## src/rtl/multicycle_ctrl_if.sv

```systemverilog
// multicycle_ctrl_if: control/status bundle between the multicycle controller and its datapath
interface multicycle_ctrl_if #(parameter int CNT_W = 16);
  logic run;
  logic [5:0] opcode;
  logic alu_zero, alu_ovf;
  logic [3:0] state;
  logic pc_write, ir_write, reg_write, reg_dst, mem_read, mem_write, mem2reg, alu_src_a;
  logic [1:0] pc_src, alu_src_b, alu_op, cause;
  logic epc_write, instr_done;
  logic [CNT_W-1:0] instr_count;
  modport master(output run, opcode, alu_zero, alu_ovf,
                 input state, pc_write, ir_write, reg_write, reg_dst, mem_read, mem_write, mem2reg,
                 alu_src_a, pc_src, alu_src_b, alu_op, epc_write, cause, instr_done, instr_count);
  modport slave(input run, opcode, alu_zero, alu_ovf,
                output state, pc_write, ir_write, reg_write, reg_dst, mem_read, mem_write, mem2reg,
                alu_src_a, pc_src, alu_src_b, alu_op, epc_write, cause, instr_done, instr_count);
endinterface

```

## src/rtl/multicycle_ctrl.sv

```systemverilog
// multicycle_ctrl: MIPS-style multicycle control FSM; MULTICYCLE_CTRL_EXC_EN enables the exception state
module multicycle_ctrl #(parameter int CNT_W = 16) (
  input logic SYS_clk,
  input logic SYS_reset,
  multicycle_ctrl_if.slave bus
);
  typedef enum logic [3:0] {
    FETCH = 4'd0, DECODE = 4'd1, MEMADR = 4'd2, MEMRD = 4'd3, MEMWB = 4'd4, MEMWR = 4'd5, RTEX = 4'd6,
    RTWB = 4'd7, ITEX = 4'd8, ITWB = 4'd9, BRANCH = 4'd10, JUMP = 4'd11, EXC = 4'd12
  } state_t;
  state_t r_state;
  logic [CNT_W-1:0] r_count;
`ifdef MULTICYCLE_CTRL_EXC_EN
  logic [1:0] r_cause;
  assign bus.cause = r_cause;
`else
  assign bus.cause = 2'd0;
`endif
  assign bus.state = r_state;
  assign bus.instr_count = r_count;
  // next-state sequencing, retire counter and exception cause capture
  always_ff @(posedge SYS_clk or posedge SYS_reset)
    if (SYS_reset) begin
      r_state <= FETCH;
      r_count <= '0;
`ifdef MULTICYCLE_CTRL_EXC_EN
      r_cause <= 2'd0;
`endif
    end else begin
      if (bus.instr_done) r_count <= r_count + 1'b1;
      case (r_state)
        FETCH:  r_state <= bus.run ? DECODE : FETCH;
        DECODE:
          case (bus.opcode)
            6'h00:        r_state <= RTEX;
            6'h23, 6'h2B: r_state <= MEMADR;
            6'h08:        r_state <= ITEX;
            6'h04, 6'h05: r_state <= BRANCH;
            6'h02:        r_state <= JUMP;
            default: begin
`ifdef MULTICYCLE_CTRL_EXC_EN
              r_state <= EXC;
              r_cause <= 2'd1;
`else
              r_state <= FETCH;
`endif
            end
          endcase
        MEMADR: r_state <= (bus.opcode == 6'h23) ? MEMRD : MEMWR;
        MEMRD:  r_state <= MEMWB;
`ifdef MULTICYCLE_CTRL_EXC_EN
        RTEX: begin
          r_state <= bus.alu_ovf ? EXC : RTWB;
          if (bus.alu_ovf) r_cause <= 2'd2;
        end
        ITEX: begin
          r_state <= bus.alu_ovf ? EXC : ITWB;
          if (bus.alu_ovf) r_cause <= 2'd2;
        end
`else
        RTEX:   r_state <= RTWB;
        ITEX:   r_state <= ITWB;
`endif
        default: r_state <= FETCH;
      endcase
    end
  // datapath strobes decoded from the current state; reset silences everything, even the FETCH strobes
  always_comb begin
    bus.pc_write = 1'b0;
    bus.ir_write = 1'b0;
    bus.reg_write = 1'b0;
    bus.reg_dst = 1'b0;
    bus.mem_read = 1'b0;
    bus.mem_write = 1'b0;
    bus.mem2reg = 1'b0;
    bus.alu_src_a = 1'b0;
    bus.pc_src = 2'd0;
    bus.alu_src_b = 2'd0;
    bus.alu_op = 2'b00;
    bus.epc_write = 1'b0;
    bus.instr_done = 1'b0;
    if (!SYS_reset)
      case (r_state)
        FETCH: if (bus.run) begin
          bus.mem_read = 1'b1;
          bus.ir_write = 1'b1;
          bus.alu_src_b = 2'd1;
          bus.pc_write = 1'b1;
        end
        DECODE: bus.alu_src_b = 2'd3;
        MEMADR: begin
          bus.alu_src_a = 1'b1;
          bus.alu_src_b = 2'd2;
        end
        MEMRD: bus.mem_read = 1'b1;
        MEMWB: begin
          bus.reg_write = 1'b1;
          bus.mem2reg = 1'b1;
          bus.instr_done = 1'b1;
        end
        MEMWR: begin
          bus.mem_write = 1'b1;
          bus.instr_done = 1'b1;
        end
        RTEX: begin
          bus.alu_src_a = 1'b1;
          bus.alu_op = 2'b10;
        end
        RTWB: begin
          bus.reg_write = 1'b1;
          bus.reg_dst = 1'b1;
          bus.instr_done = 1'b1;
        end
        ITEX: begin
          bus.alu_src_a = 1'b1;
          bus.alu_src_b = 2'd2;
        end
        ITWB: begin
          bus.reg_write = 1'b1;
          bus.instr_done = 1'b1;
        end
        BRANCH: begin
          bus.alu_src_a = 1'b1;
          bus.alu_op = 2'b01;
          bus.pc_src = 2'd1;
          bus.pc_write = (bus.opcode == 6'h04 && bus.alu_zero) || (bus.opcode == 6'h05 && !bus.alu_zero);
          bus.instr_done = 1'b1;
        end
        JUMP: begin
          bus.pc_src = 2'd2;
          bus.pc_write = 1'b1;
          bus.instr_done = 1'b1;
        end
`ifdef MULTICYCLE_CTRL_EXC_EN
        EXC: begin
          bus.epc_write = 1'b1;
          bus.pc_src = 2'd3;
          bus.pc_write = 1'b1;
        end
`endif
        default: ;
      endcase
  end
endmodule

```

## src/flat_wrapper.sv

```systemverilog
// flat-port wrapper written by rule: the top's interface ports become plain ports
module multicycle_ctrl_flat 
#(parameter int CNT_W = 16)
  (SYS_clk, SYS_reset, bus_run, bus_opcode, bus_alu_zero, bus_alu_ovf, bus_state, bus_pc_write, bus_ir_write, bus_reg_write, bus_reg_dst, bus_mem_read, bus_mem_write, bus_mem2reg, bus_alu_src_a, bus_pc_src, bus_alu_src_b, bus_alu_op, bus_epc_write, bus_cause, bus_instr_done, bus_instr_count);
  multicycle_ctrl_if #(.CNT_W(CNT_W)) bus_i ();
  input logic SYS_clk;
  input logic SYS_reset;
  input wire logic [$bits(bus_i.run)-1:0] bus_run;
  input wire logic [$bits(bus_i.opcode)-1:0] bus_opcode;
  input wire logic [$bits(bus_i.alu_zero)-1:0] bus_alu_zero;
  input wire logic [$bits(bus_i.alu_ovf)-1:0] bus_alu_ovf;
  output wire logic [$bits(bus_i.state)-1:0] bus_state;
  output wire logic [$bits(bus_i.pc_write)-1:0] bus_pc_write;
  output wire logic [$bits(bus_i.ir_write)-1:0] bus_ir_write;
  output wire logic [$bits(bus_i.reg_write)-1:0] bus_reg_write;
  output wire logic [$bits(bus_i.reg_dst)-1:0] bus_reg_dst;
  output wire logic [$bits(bus_i.mem_read)-1:0] bus_mem_read;
  output wire logic [$bits(bus_i.mem_write)-1:0] bus_mem_write;
  output wire logic [$bits(bus_i.mem2reg)-1:0] bus_mem2reg;
  output wire logic [$bits(bus_i.alu_src_a)-1:0] bus_alu_src_a;
  output wire logic [$bits(bus_i.pc_src)-1:0] bus_pc_src;
  output wire logic [$bits(bus_i.alu_src_b)-1:0] bus_alu_src_b;
  output wire logic [$bits(bus_i.alu_op)-1:0] bus_alu_op;
  output wire logic [$bits(bus_i.epc_write)-1:0] bus_epc_write;
  output wire logic [$bits(bus_i.cause)-1:0] bus_cause;
  output wire logic [$bits(bus_i.instr_done)-1:0] bus_instr_done;
  output wire logic [$bits(bus_i.instr_count)-1:0] bus_instr_count;
  assign bus_i.run = bus_run;
  assign bus_i.opcode = bus_opcode;
  assign bus_i.alu_zero = bus_alu_zero;
  assign bus_i.alu_ovf = bus_alu_ovf;
  assign bus_state = bus_i.state;
  assign bus_pc_write = bus_i.pc_write;
  assign bus_ir_write = bus_i.ir_write;
  assign bus_reg_write = bus_i.reg_write;
  assign bus_reg_dst = bus_i.reg_dst;
  assign bus_mem_read = bus_i.mem_read;
  assign bus_mem_write = bus_i.mem_write;
  assign bus_mem2reg = bus_i.mem2reg;
  assign bus_alu_src_a = bus_i.alu_src_a;
  assign bus_pc_src = bus_i.pc_src;
  assign bus_alu_src_b = bus_i.alu_src_b;
  assign bus_alu_op = bus_i.alu_op;
  assign bus_epc_write = bus_i.epc_write;
  assign bus_cause = bus_i.cause;
  assign bus_instr_done = bus_i.instr_done;
  assign bus_instr_count = bus_i.instr_count;
  multicycle_ctrl #(.CNT_W(CNT_W)) u_core (.SYS_clk(SYS_clk), .SYS_reset(SYS_reset), .bus(bus_i));
endmodule
```

## config.mk

```make
export PLATFORM = sky130hd
export DESIGN_NAME = multicycle_ctrl_flat
export DESIGN_NICKNAME = d
export VERILOG_FILES = /design/src/rtl/multicycle_ctrl_if.sv /design/src/rtl/multicycle_ctrl.sv /design/src/flat_wrapper.sv
export SDC_FILE = /design/constraint.sdc
export NUM_CORES = 1
export LEC_CHECK = 0
export BUFFER_PORTS_ARGS = -buffer_cell sky130_fd_sc_hd__buf_2
export CAP_MARGIN = 20
export CELL_PAD_IN_SITES_DETAIL_PLACEMENT = 1
export CELL_PAD_IN_SITES_GLOBAL_PLACEMENT = 2
export CORE_ASPECT_RATIO = 1.2
export CORE_UTILIZATION = 25
export CTS_CLUSTER_DIAMETER = 200
export DETAILED_ROUTE_END_ITERATION = 10
export HOLD_SLACK_MARGIN = 0.12
export PLACE_DENSITY_LB_ADDON = 0.1
export SYNTH_ARGS = -nofsm -noshare
export SYNTH_HDL_FRONTEND = slang
export SYNTH_SLANG_ARGS = --single-unit
```

## constraint.sdc

```tcl
create_clock -name SYS_clk -period 2.3 [get_ports SYS_clk]
set_clock_uncertainty 0.2 [all_clocks]
set_input_delay 0.46 -clock SYS_clk [delete_from_list [all_inputs] [get_ports SYS_clk]]
set_output_delay 0.46 -clock SYS_clk [all_outputs]
set_load 0.01 [all_outputs]
```

# Word level (Yosys, flattened, before mapping)
# Cells that the tools add are included.
# totals
mem_count	0
ff_bits	20
elab_cells	62
latch_bits	0
output_inout_bits	38
romBits	0
input_bits	11
mem_bits_rw	0
# classes
n_bitwise	0
shifts	0
eq_ne	17
n_div	0
reduce_logical	12
n_mux	30
mul	0
order_cmp	0
n_addsub	1
# op_table
operator	n
$pmux W4 S6	1
$pmux W4 S5	1
$mux W1	19
$add A16 B1 Y16 const B	1
$eq A4 B3 Y1 const B	4
$eq A4 B4 Y1 const B	4
$eq A6 B3 Y1 const B	2
$eq A6 B6 Y1 const B	2
$eq A4 B2 Y1 const B	2
$pmux W2 S2	2
$eq A6 B2 Y1 const B	1
$eq A6 B4 Y1 const B	1
$logic_not A6 Y1	1
$mux W2	3
$pmux W2 S3	1
$reduce_or A2 Y1	3
$reduce_or A6 Y1	1
$eq A4 B1 Y1 const B	1
$logic_not A4 Y1	1
$reduce_or A4 Y1	1
$mux W3	1
$pmux W1 S3	1
$reduce_or A3 Y1	1
$logic_and A1 B1 Y1	2
3 further kinds	3

# Logic depth before layout (Yosys ltp)
# logic_depth
ltp_word	5
ltp_mapped	5

# Worst setup path before layout
# No wires, ideal clock.
# synth_path
path_kind	register to output
start	reg u_core.r_state[1] (netlist: u_core.bus.state[1])
end	out bus_mem_read
path_stages_with_launch	5
setup_slack_ns	0.134
t_arrival_ns	1.506
required_time_ns	1.640
cell_sequence	dfrtp_1 > buf_6 > nor2_1 > nand2_1 > a2111oi_0
# synth_between
elab_chain_cells	3
word_cells_on_any_way	4
classes_between	eq/ne: 1; mux: 2; reduce/logical: 1
# synth_rtl
element	line_no	source
start, declared	multicycle_ctrl.sv:11	state_t r_state;
start signal, assigned	multicycle_ctrl.sv:32	FETCH: r_state <= bus.run ? DECODE : FETCH;
start signal, assigned	multicycle_ctrl.sv:49	MEMADR: r_state <= (bus.opcode == 6'h23) ? MEMRD : MEMWR;
$eq A4 B2 Y1 / $logic_not A4 Y1 (equally long branches)	multicycle_ctrl.sv:83	case (r_state)
$pmux W1 S2 (*)	multicycle_ctrl.sv:83	
$mux W1 (*)	multicycle_ctrl.sv:82	if (!SYS_reset)
end, declared	flat_wrapper.sv:17	output wire logic [$bits(bus_i.mem_read)-1:0] bus_mem_read;
# Every way passes the cells marked *; elsewhere a longest branch is shown, timed or not.

# Worst setup path after layout
# layout_path
start	reg u_core.r_state[0] (netlist: u_core.bus.state[0])
end	out bus_pc_write
# layout_between
elab_chain_cells	3
word_cells_on_any_way	5
classes_between	eq/ne: 2; mux: 2; reduce/logical: 1
# layout_rtl
element	line_no	source
$eq A4 B4 Y1 / $logic_not A4 Y1 (equally long branches)	multicycle_ctrl.sv:83	
$pmux W1 S3 (*)	multicycle_ctrl.sv:83	
$mux W1 (*)	multicycle_ctrl.sv:82	
end, declared	flat_wrapper.sv:13	output wire logic [$bits(bus_i.pc_write)-1:0] bus_pc_write;
# Marked as above.

==> flow_metrics.env <==
export IMPL_ys_seq_elements=20
export IMPL_syn_cell_area_sq_um=1340
export IMPL_synthArstFlopShare_pct=100
export IMPL_rows=28
export IMPL_root_buffer="clkbuf_8"
export IMPL_area_growth_pct=37.2
export IMPL_cts_tree="built"
export IMPL_post_place_ws_ns=0.0276
export IMPL_ys_seq_area_share_pct=37.4
export IMPL_cts_buffers=3
export IMPL_cap_violations=0
export IMPL_cts_sinks=20
export IMPL_die_w_um=68.8
export IMPL_utilization_pct=36.4
export IMPL_max_slew_worst_pin_slew_ns=0.532
export IMPL_clock_latency_ns=0.26
export IMPL_synth_area_leader_cell="dfrtp_1"
export IMPL_cp_max_fo=6
export IMPL_tns_ns=0
export IMPL_drc=0
export IMPL_routed_via_density=4.96
export IMPL_grt_pass1_wl_mm=6.38
export IMPL_antenna_found_initial=0
export IMPL_final_nets=220
export IMPL_p_total_uw=1010
export IMPL_max_vdd_ir_drop_mv=0.169
export IMPL_finalSetupViolations=0
export IMPL_initial_core_util_pct=26.5
export IMPL_grt_max_degree=21
export IMPL_dr_pass1_iters=3
export IMPL_worst_slack_ns=0.0792
export IMPL_path_class="reg -> out"
export IMPL_r2r_slack_ns=0.24
export IMPL_dieArea_sq_um=5650
export IMPL_netlist_instances=148
export IMPL_ant_nets=0
export IMPL_hpwlAfterDp_mm=3.04
export IMPL_r2r_start="u_core.bus.state[1]"
export IMPL_status="finished, final reports clean"
export IMPL_dr_total_vias=1320
export IMPL_fin_crit_sh_pct=96.6
export IMPL_synth_main_ff_cell="dfrtp_1"
export IMPL_grt_util_all_layers_pct=15.4
export IMPL_end_kind="primary output"
export IMPL_place_congestion=0.771
export IMPL_cp_start_kind="flop"
export IMPL_drt_iter0_drc=25
export IMPL_max_slew_margin_rel_pct=64.5
export IMPL_place_inst=256
export IMPL_crit_path_end="bus_pc_write"
export IMPL_clock_path_buffers=2
export IMPL_fin_crit_ns=2.22
export IMPL_antenna_cells=0
export IMPL_p_per_area_nw_per_um2=548
export IMPL_drv_slew=0
export IMPL_setup_worst_path_start="u_core.bus.state[0]"
export IMPL_fmax_mhz=450
export IMPL_drive_gt1_share_pct=41.7
export IMPL_clk_pin_slew_ns=0.07
export IMPL_worstPathArrival_ns=1.56
export IMPL_instances_no_fill=266
export IMPL_ys_types=43
export IMPL_r2r_cells=5
export IMPL_grt_overflow=0
export IMPL_synth_edff_count=0
export IMPL_synth_top_area_share_pct=37.4
export IMPL_holdCritPathClass="in -> async"
export IMPL_timing_rr_end="u_core.bus.instr_count[5]"
export IMPL_yosysWarnings=0
export IMPL_pin_count=49
export IMPL_io_buffers=44
export IMPL_grt_pass1_vias=1349
export IMPL_die_h_um=82.1
export IMPL_htree_num_levels=1
export IMPL_p_leak_uw=0.000854
export IMPL_worst_ep_required_time_ns=1.64
export IMPL_synthTopCellsByArea="dfrtp_1, xnor2_1, nor3_1"
export IMPL_wl_per_cell_um=15.0
export IMPL_cts_hold_fix_buffers=0
export IMPL_finalHoldViolCount=0
export IMPL_placeableCoreArea_sq_um=5040
export IMPL_wirelength_mm=4.00
export IMPL_syn_avg_cell_area_sq_um=9.04
==> critical path, cell delays in order, from the launching register on <==
cell and delay (ns):
dfrtp_2 0.46, buf_6 0.15, buf_4 0.13, a32o_2 0.24
a2bb2oi_2 0.13, nor3_1 0.05, buf_2 0.15
==> Yosys cell counts, types with 3 or more instances <==
master	instances
nor4b_1	3
nand2b_1	4
clkbuf_1	4
nor2b_1	3
nor3_1	9
dfrtp_1	20
nand4_1	7
nand3_1	8
nor4_1	4
nor2_1	12
o21ai_0	3
xnor2_1	15
inv_1	4
buf_4	4
nand2_1	12
==> report_power, final <==
part	internal (uW)	switching, uW
logic	154	175
registers	388	53.5
clock network	117	119
total	658	347
==> cells by family after synthesis <==
| kind of cell | after synthesis | share of synthesized area (%) |
|---|---|---|
| mux | 2 | 1.59 |
| simple gates | 70 | 28.1 |
| buf+inv | 16 | 6.92 |
| fa+ha+maj | 1 | 0.935 |
| flops | 20 | 37.4 |
| other cells | 1 | 0.280 |
| compound gates | 20 | 12.4 |
| xor+xnor | 18 | 12.3 |
==> routing by layer <==
metal  track usage (%)  part of all wire (%)
met1              17.3                    43
met2              28.4                    52
met3              1.79                   3.1
met4              6.73                   1.9
met5                 0                     0
==> final cells by class <==
cell class / count / area [sq um]
clock buffers: 3 / 41.3
fillers: 615 / 3210
inverters: 4 / 18.8
multi-input cells: 114 / 788
flip-flops and latches: 20 / 505
well taps: 60 / 75.1
repair buffers: 65 / 407
==> sequential cells by signal (all words and copies together), names as in the netlist <==
| signal | count |
|---|---|
| u_core.bus.instr_count | 16 |
| u_core.bus.state | 4 |
==> how the worst min path moves through the flow <==
stage	start	endpoint	slack (ns)	cells after the start
final	SYS_reset	u_core.bus.instr_count[1]	0.20	3
after global routing	SYS_reset	u_core.bus.instr_count[1]	0.26	3
after CTS	SYS_reset	u_core.bus.instr_count[9]	0.21	3
after detailed placement	u_core.bus.instr_count[15]	u_core.bus.instr_count[15]	0.28	1
after global placement	u_core.bus.instr_count[15]	u_core.bus.instr_count[15]	0.26	1
after floorplan	SYS_reset	u_core.bus.instr_count[0]	0.23	1
==> layout by cell type (no fill, tap or decap), types with 2 or more instances in the layout <==
cell,netlist,routed
a211oi_1,2,2
buf_12,0,2
nor2_1,12,12
nor4b_2,0,2
buf_4,4,18
nand3_1,8,8
xor2_1,2,2
clkbuf_8,0,3
nand2_1,12,11
xnor2_1,15,15
dfrtp_1,20,16
inv_1,4,3
nor4_1,4,4
and4_1,2,2
conb_1,1,3
nand4_1,7,7
a21oi_1,2,2
nor3_1,9,9
o21ai_0,3,3
nor2b_1,3,3
nand2b_1,4,3
dfrtp_2,0,4
and3_1,2,2
buf_2,2,44
==> metrics by stage <==
stage,hold WS (ns),instance area (sq um)
2_1_floorplan,0.232,1350
3_3_place_gp,0.256,1680
3_5_place_dp,0.284,1680
4_1_cts,0.209,1790
5_1_grt,0.265,1840
6_report,0.198,1840
==> repair_timing <==
action | in CTS | in global routing
pin swaps | 0 | 1
setup buffers | 6 | 1
gates cloned | 0 | 0
setup endpoints to repair | 5 | 4
resized for setup | 5 | 9
Power figures use the tool's default switching activity.
